### src/rtl/cpu_pkg.sv
//------------------------------------------------------------------------------
// cpu_pkg : shared constants for the CPU core pipeline stage registers
// Revision: 1.0
//------------------------------------------------------------------------------
`default_nettype none

package cpu_pkg;

  localparam logic [31:0] NOP_INSTR = 32'h0000_0013;

  localparam int FLD_CTRL    = 0;
  localparam int FLD_PC_NEXT = 1;
  localparam int FLD_ALU     = 2;
  localparam int FLD_DATA2   = 3;
  localparam int FLD_INSTR   = 4;

  localparam logic [1:0] ST_EMPTY = 2'd0;
  localparam logic [1:0] ST_BUSY  = 2'd1;
  localparam logic [1:0] ST_FULL  = 2'd2;

  typedef enum logic [1:0] {
    S_EMPTY = ST_EMPTY,
    S_BUSY  = ST_BUSY,
    S_FULL  = ST_FULL
  } state_t;

endpackage

`default_nettype wire

### src/rtl/pipe_entry_reg.sv
//------------------------------------------------------------------------------
// pipe_entry_reg : multi-field word register with load enable and NOP inject
// Revision: 1.0
//------------------------------------------------------------------------------
`default_nettype none

module pipe_entry_reg
  import cpu_pkg::*;
#(
  parameter int                    DATA_WIDTH  = 32,
  parameter int                    NUM_FIELDS  = 5,
  parameter int                    INSTR_FIELD = FLD_INSTR,
  parameter logic [DATA_WIDTH-1:0] NOP_VAL     = NOP_INSTR
) (
  input  logic                               clk,
  input  logic                               i_rst_n,
  input  logic                               i_load,
  input  logic                               i_nop,
  input  logic [DATA_WIDTH*NUM_FIELDS-1:0]   i_d,
  output logic [DATA_WIDTH*NUM_FIELDS-1:0]   o_q
);

  localparam int             c_W       = DATA_WIDTH * NUM_FIELDS;
  localparam logic [c_W-1:0] c_RST_VAL = c_W'(NOP_VAL) << (INSTR_FIELD * DATA_WIDTH);

  logic [c_W-1:0] r_q;

  // NOP inject only rewrites the instruction field; the other fields keep their value.
  always_ff @(posedge clk or negedge i_rst_n) begin
    if (!i_rst_n) begin
      r_q <= c_RST_VAL;
    end else if (i_nop) begin
      r_q[INSTR_FIELD*DATA_WIDTH +: DATA_WIDTH] <= NOP_VAL;
    end else if (i_load) begin
      r_q <= i_d;
    end
  end

  assign o_q = r_q;

endmodule

`default_nettype wire

### src/rtl/pipe_stage_reg.sv
//------------------------------------------------------------------------------
// pipe_stage_reg : valid/ready pipeline stage with 2-entry skid buffer and flush
// Optional macro PIPE_STAGE_STATS_EN adds the o_stall_cnt output.
// Revision: 1.0
//------------------------------------------------------------------------------
`default_nettype none

module pipe_stage_reg
  import cpu_pkg::*;
#(
  parameter int                    DATA_WIDTH  = 32,
  parameter int                    NUM_FIELDS  = 5,
  parameter int                    INSTR_FIELD = FLD_INSTR,
  parameter logic [DATA_WIDTH-1:0] NOP_INSTR   = cpu_pkg::NOP_INSTR
) (
  input  logic                             clk,
  input  logic                             i_rst_n,
  input  logic [DATA_WIDTH*NUM_FIELDS-1:0] i_data,
  input  logic                             i_valid,
  output logic                             o_ready,
  output logic [DATA_WIDTH*NUM_FIELDS-1:0] o_data,
  output logic                             o_valid,
  input  logic                             i_ready,
`ifdef PIPE_STAGE_STATS_EN
  output logic [31:0]                      o_stall_cnt,
`endif
  input  logic                             i_flush
);

  localparam int c_W = DATA_WIDTH * NUM_FIELDS;

  state_t         r_state;
  state_t         w_state_nxt;
  logic           w_valid;
  logic           w_ready;
  logic           w_in_fire;
  logic           w_out_fire;
  logic           w_main_load;
  logic           w_main_from_skid;
  logic           w_skid_load;
  logic [c_W-1:0] w_main_d;
  logic [c_W-1:0] w_main_q;
  logic [c_W-1:0] w_skid_q;

  // Handshake outputs depend on registered state only.
  assign w_valid    = (r_state != S_EMPTY);
  assign w_ready    = (r_state != S_FULL);
  assign w_in_fire  = i_valid & w_ready;
  assign w_out_fire = w_valid & i_ready;

  always_ff @(posedge clk or negedge i_rst_n) begin
    if (!i_rst_n) begin
      r_state <= S_EMPTY;
    end else begin
      r_state <= w_state_nxt;
    end
  end

  always_comb begin
    w_state_nxt      = r_state;
    w_main_load      = 1'b0;
    w_main_from_skid = 1'b0;
    w_skid_load      = 1'b0;
    if (i_flush) begin
      w_state_nxt = S_EMPTY;
    end else begin
      case (r_state)
        S_EMPTY: begin
          if (w_in_fire) begin
            w_state_nxt = S_BUSY;
            w_main_load = 1'b1;
          end
        end
        S_BUSY: begin
          if (w_in_fire && w_out_fire) begin
            w_main_load = 1'b1;
          end else if (w_in_fire) begin
            w_state_nxt = S_FULL;
            w_skid_load = 1'b1;
          end else if (w_out_fire) begin
            w_state_nxt = S_EMPTY;
          end
        end
        S_FULL: begin
          if (w_out_fire) begin
            w_state_nxt      = S_BUSY;
            w_main_load      = 1'b1;
            w_main_from_skid = 1'b1;
          end
        end
        default: w_state_nxt = S_EMPTY;
      endcase
    end
  end

  assign w_main_d = w_main_from_skid ? w_skid_q : i_data;

  pipe_entry_reg #(
    .DATA_WIDTH  (DATA_WIDTH),
    .NUM_FIELDS  (NUM_FIELDS),
    .INSTR_FIELD (INSTR_FIELD),
    .NOP_VAL     (NOP_INSTR)
  ) u_main (
    .clk     (clk),
    .i_rst_n (i_rst_n),
    .i_load  (w_main_load),
    .i_nop   (i_flush),
    .i_d     (w_main_d),
    .o_q     (w_main_q)
  );

  pipe_entry_reg #(
    .DATA_WIDTH  (DATA_WIDTH),
    .NUM_FIELDS  (NUM_FIELDS),
    .INSTR_FIELD (INSTR_FIELD),
    .NOP_VAL     (NOP_INSTR)
  ) u_skid (
    .clk     (clk),
    .i_rst_n (i_rst_n),
    .i_load  (w_skid_load),
    .i_nop   (1'b0),
    .i_d     (i_data),
    .o_q     (w_skid_q)
  );

  assign o_data  = w_main_q;
  assign o_valid = w_valid;
  assign o_ready = w_ready;

`ifdef PIPE_STAGE_STATS_EN
  logic [31:0] r_stall_cnt;

  // Flush does not clear the statistic; only reset does.
  always_ff @(posedge clk or negedge i_rst_n) begin
    if (!i_rst_n) begin
      r_stall_cnt <= 32'd0;
    end else if (w_valid && !i_ready && (r_stall_cnt != 32'hFFFF_FFFF)) begin
      r_stall_cnt <= r_stall_cnt + 32'd1;
    end
  end

  assign o_stall_cnt = r_stall_cnt;
`endif

endmodule

`default_nettype wire

### config.mk
export PLATFORM = sky130hd
export DESIGN_NAME = pipe_stage_reg
export DESIGN_NICKNAME = d
export VERILOG_FILES = /design/src/rtl/cpu_pkg.sv /design/src/rtl/pipe_entry_reg.sv /design/src/rtl/pipe_stage_reg.sv
export SDC_FILE = /design/constraint.sdc
export NUM_CORES = 1
export LEC_CHECK = 0
export ABC_AREA = 1
export BUFFER_PORTS_ARGS = -buffer_cell sky130_fd_sc_hd__buf_2
export CAP_MARGIN = 30
export CORE_UTILIZATION = 33
export CTS_BUF_LIST = sky130_fd_sc_hd__clkbuf_16
export CTS_CLUSTER_SIZE = 24
export DETAILED_ROUTE_END_ITERATION = 8
export GPL_TIMING_DRIVEN = 0
export PLACE_DENSITY = 0.51
export SLEW_MARGIN = 20
export SYNTH_ARGS = -nofsm -noshare
export SYNTH_HDL_FRONTEND = slang
export SYNTH_SLANG_ARGS = --single-unit
### constraint.sdc
create_clock -name clk -period 2.08 [get_ports clk]
set_input_delay 0.312 -clock clk [delete_from_list [all_inputs] [get_ports clk]]
set_output_delay 0.312 -clock clk [all_outputs]
set_load 0.02 [all_outputs]
# Word level (Yosys, flattened, before mapping)
# Index checks and enable logic that the tools add are counted.
# totals
regBits	322
in_bits	165
output_inout_bits	162
elab_cells	40
# classes
eq_ne	7
muxes	20
n_bitwise	3
n_reduce_logical	6
# op_table
op	n
$mux W160	2
$mux W32	1
$mux W2	6
$mux W1	9
$ne A3 B3 Y1 const B	3
$pmux W2 S3	1
$ne A4 B4 Y1 const B	1
$reduce_and A4 Y1	1
$reduce_bool A2 Y1	2
$pmux W1 S3	1
$and A1 B1 Y1	2
$eq A2 B1 Y1 const B	1
$eq A2 B2 Y1 const B	1
$logic_not A2 Y1	1
$ne A2 B2 Y1 const B	1
$reduce_and A2 Y1	1
$logic_and A1 B1 Y1	1
$not A1 Y1	1

# Logic depth before layout (Yosys ltp)
# logic_depth
ltp_word	8
ltp_mapped	11
ltp_nobuf	8

# Cells and area by module
# Synthesis repeated with hierarchy kept, for this count alone.
# unflattened
hier_cells	1934
hier_area_um2	15683.8
# by_module_without_submodules
module	instances	cells_each	area_each_um2	seq_area_each_um2
pipe_entry_reg	2	695	6301.0	4007.6
pipe_stage_reg	1	544	3081.7	50.0

# Worst setup path after synthesis
# OpenSTA, ideal clock, no wires.
# synth_path
path_kind	reg2reg
from	register r_state[0]
to	register u_main.r_q[79] (netlist: u_main.o_q[79])
arrival_ns	1.475
path_slack_ns	0.489
path_stages_with_launch	11
path_buffers	2
path_cell_list	dfrtp_1 -> inv_2 -> nand2_1 -> nand2_1 -> nand2_4 -> nor2_4 -> inv_2 -> buf_4 -> buf_4 -> nand2_1 -> nand2_1
# synth_via
elab_chain_len	7
# synth_lines
element	line_no	rtl
start, declared	pipe_stage_reg.sv:32	state_t r_state;
start signal, assigned	pipe_stage_reg.sv:55	r_state <= w_state_nxt;
$ne A2 B2 Y1 (*)	pipe_stage_reg.sv:47	assign w_ready = (r_state != S_FULL);
named net o_ready	pipe_stage_reg.sv:20	output logic o_ready,
$and A1 B1 Y1 (*)	pipe_stage_reg.sv:48	assign w_in_fire = i_valid & w_ready;
$logic_and A1 B1 Y1	pipe_stage_reg.sv:75	if (w_in_fire && w_out_fire) begin
$mux W1	pipe_stage_reg.sv:75	
$pmux W1 S3 (*)	pipe_stage_reg.sv:67	case (r_state)
$mux W1 (*)	pipe_stage_reg.sv:64	if (i_flush) begin
$reduce_and A2 Y1 (no line) (*)	--	
end signal, assigned	pipe_entry_reg.sv:31	r_q <= c_RST_VAL;
end signal, assigned	pipe_entry_reg.sv:35	r_q <= i_d;
end, declared	pipe_entry_reg.sv:26	logic [c_W-1:0] r_q;
# Mark *: on every way through the listed nets, which the timed path passes. The rest lies on a longest branch.
# A chain may end at the register's enable or synchronous reset.

# Worst setup path after layout
# layout_path
from	register r_state[0]
to	register u_skid.r_q[49] (netlist: u_skid.o_q[49])
# layout_via
elab_chain_len	6
# layout_lines
element	line_no
$ne A2 B2 Y1 or $reduce_bool A2 Y1 (tied branches)	pipe_stage_reg.sv:47, pipe_stage_reg.sv:46
$and A1 B1 Y1 (on tied branches)	pipe_stage_reg.sv:48, pipe_stage_reg.sv:49
$mux W1 or $logic_and A1 B1 Y1 (tied branches)	pipe_stage_reg.sv:77, pipe_stage_reg.sv:75
$mux W1	pipe_stage_reg.sv:75
$mux W1 (*)	pipe_stage_reg.sv:67
$mux W1 (*)	pipe_stage_reg.sv:64
end signal, assigned	pipe_entry_reg.sv:31
end signal, assigned	pipe_entry_reg.sv:35
end, declared	pipe_entry_reg.sv:26
# Mark *: on every way between the ends. The rest lies on a longest branch, timed or not.

==> flow_metrics.py <==
metrics = {
    "critical_path": {
        "cp_max_fo": 10,
        "cp-end-kind": "flop",
        "slowest_stage": "dfrtp_1",
        "critical_path.max_stage_delay_ns": 0.46,
        "worstPathArrival_ns": 2.38,
        "reg2reg_depth": 6,
        "cp.required_ns": 2.48,
        "path_cells": "inv_2 > nor2_2 > nand3_2 > buf_2 > clkbuf_1 > o21ai_0",
        "critPathLaunchType": "flop",
        "crit_type": "flop to flop",
    },
    "clock_network": {
        "htree_levels": 2,
        "postCtsSetupBuffers": 0,
        "clock-root-buffer": "clkbuf_16",
        "cts_sinks": 322,
        "cts_tree": "yes",
        "clk_pin_slew_ns": 0.06,
        "clockBufferDepth": 3,
        "insertion_delay_ns": 0.55,
        "numCtsBuffers": 39,
    },
    "grt": {
        "antenna_found_initial": 6,
        "grt_start_max_net_pins": 92,
        "grt_pass1_vias": 12500,
        "grt_overflow_total": 0,
        "grt_pass1_wl_um": 69600,
        "grt_usage": 0.201,
    },
    "routing": {
        "drt_iter0_drc": 712,
        "drtPass1Iterations": 5,
        "num_vias": 12700,
        "routed_wl_um": 44000,
        "ant_nets": 0,
        "vias_per_cell": 4.41,
        "wl_per_cell_um": 15.3,
        "drc": 0,
    },
    "final_layout": {
        "seq_area_um2": 8070,
        "stdcell_count": 2880,
        "num-fill-cells": 4416,
        "mostFrequentLayoutCell": "nand2_1",
        "postLayoutCellArea_um2": 18600,
        "area_delta_synth_final_pct": 30.1,
        "layout_common_cells": "944 x nand2_1, 365 x buf_2, 316 x dfrtp_1",
        "drive_gt1_frac": 0.205,
        "multi_input_area_um2": 5010,
        "nets": 2435,
    },
    "hold_path": {
        "whs_path_depth": 3,
        "hp-class": "input port to flop",
    },
    "place": {
        "placed_area_um2": 16700,
        "portBuffers": 325,
        "dpl.cell_count": 2744,
        "pre_cts_ws_ns": -0.0219,
        "gp_congestion": 0.793,
        "hpwl_um": 31000,
    },
    "sta": {
        "relSlewSlack": 0.535,
        "hold_viol": 0,
        "tightest_slew_ns": 0.698,
        "setup_ws_ns": 0.106,
        "fin_crit_sh": 0.949,
        "period_needed_ns": 1.97,
        "rsz0062_at_grt": "true",
        "slew_viol_final": 0,
        "max_freq_ghz": 0.507,
        "finalSetupViolCount": 0,
        "fin_worst_skew_ns": 0.0130,
        "whs_ns": 0.0341,
    },
    "synthesis": {
        "synth_fa_ha_area_frac": 0,
        "yosys.area_share.xor_xnor": 0,
        "synth_cells": 1839,
        "synth_top_family_by_area": "simple AND/OR/NAND/NOR gates",
        "syn_avg_cell_area_um2": 7.78,
        "muxShareOfSynthArea": 0,
        "synth-warning-count": 0,
        "yosys.area_share.simple": 0.273,
        "synthesis.nets": 2004,
        "synth-compound-area-share": 0.0776,
        "yosysSeqAreaShare": 0.564,
        "ys_ff_latch": 322,
        "syn_area_um2": 14300,
        "synthDistinctLibCells": 21,
    },
    "power": {
        "vdd_drop_max_uv": 452,
        "power_mw": 19.6,
        "cellPowerDensity_nw_per_um2": 1050,
        "p_leak_nw": 10.8,
    },
    "floorplanning": {
        "start_util": 0.338,
        "die_h_um": 210,
        "rows": 75,
        "dieArea_um2": 44200,
        "die_w_um": 210,
        "io_pins": 327,
        "core_um2": 42300,
    },
    "flow_run": {
        "drv_cap": 0,
    },
    "run_status": {
        "status": "finished clean",
    },
}
==> kinds of logic (layout without fill, tap and decap cells) <==
logic type,Yosys count,in the layout
and+or+nand+nor,1023,1023
AOI/OAI and AO/OA,221,221
other,0,4
DFF,322,322
buffers and inverters,273,733
==> worst max-delay path: cells and delay by family, from the launching register on <==
family          cells  cell delay, ns
simple gates        2            0.24
buf+inv             3            0.97
compound gates      1            0.16
flops               1            0.46
==> repair_timing <==
action	4_1_cts	5_1_grt
endpoints found under the hold margin	150	0
hold buffers	62	0
resized for setup	0	15
setup endpoints to repair	0	21
==> layer usage <==
layer / GRT usage / share of wire / up-vias
met4: 0.0695 / 0.025 / 4
met5: 0 / 0.00048 / -
met3: 0.0498 / 0.065 / 64
met1: 0.266 / 0.46 / 5893
met2: 0.321 / 0.45 / 314
li1: - / - / 6427
==> state kept, by name, summed over array words and instances, names as in the netlist <==
register	flops
u_main.o_q	160
u_skid.o_q	160
r_state	2
==> cells in the mapped netlist <==
cell type	n	area [um2]
o21ai_0	142	711
inv_1	163	612
buf_6	14	158
nand4_1	3	18.8
dfstp_2	6	158
dfrtp_1	316	7910
nor2_1	61	229
nand2_1	944	3540
a21oi_1	59	295
nand2_4	1	11.3
clkbuf_1	37	139
buf_4	12	90.1
nor2_4	2	22.5
o21ai_2	1	8.76
nand3_1	8	40.0
buf_2	41	205
buf_1	1	3.75
o21ai_1	19	95.1
nand3_2	2	20.0
nor2_2	2	12.5
inv_2	5	18.8
==> report_power, final <==
group          switching (mW)  total, mW  internal [mW]
clock                    2.70       6.61           3.91
sequential              0.817       8.80           7.99
combinational            2.67       4.20           1.53
==> path summary, 6_finish.rpt <==
check / from / endpoint / slack [ns]
max in group asynchronous: i_rst_n / u_main.o_q[41] / 0.41
worst max register to register: r_state[0] / u_skid.o_q[49] / 0.11
worst min register to register: u_main.o_q[137] / u_main.o_q[137] / 0.47
worst max-delay path: r_state[0] / u_skid.o_q[49] / 0.11
worst min-delay path: i_data[31] / u_skid.o_q[31] / 0.03
min in group asynchronous: i_rst_n / u_main.o_q[142] / 0.39
==> area by class of cell <==
type | count | area share
diodes | 4 | 0.000538
plain buffers | 105 | 0.0326
clock buffers | 41 | 0.0552
clock inverters | 29 | 0.0106
inverters | 168 | 0.0339
multi-input cells | 1244 | 0.269
flip-flops and latches | 322 | 0.434
well taps | 577 | 0.0388
repair buffers | 390 | 0.126
==> per-stage QoR <==
step           setup TNS (ns)  utilization
4_1_cts                     0        0.439
3_3_place_gp         -1875.38        0.393
2_1_floorplan               0            -
3_5_place_dp          -0.0539        0.396
6_report                    0        0.440
5_1_grt              -0.00398        0.439
Note: power is estimated with default switching activity, not from simulation.
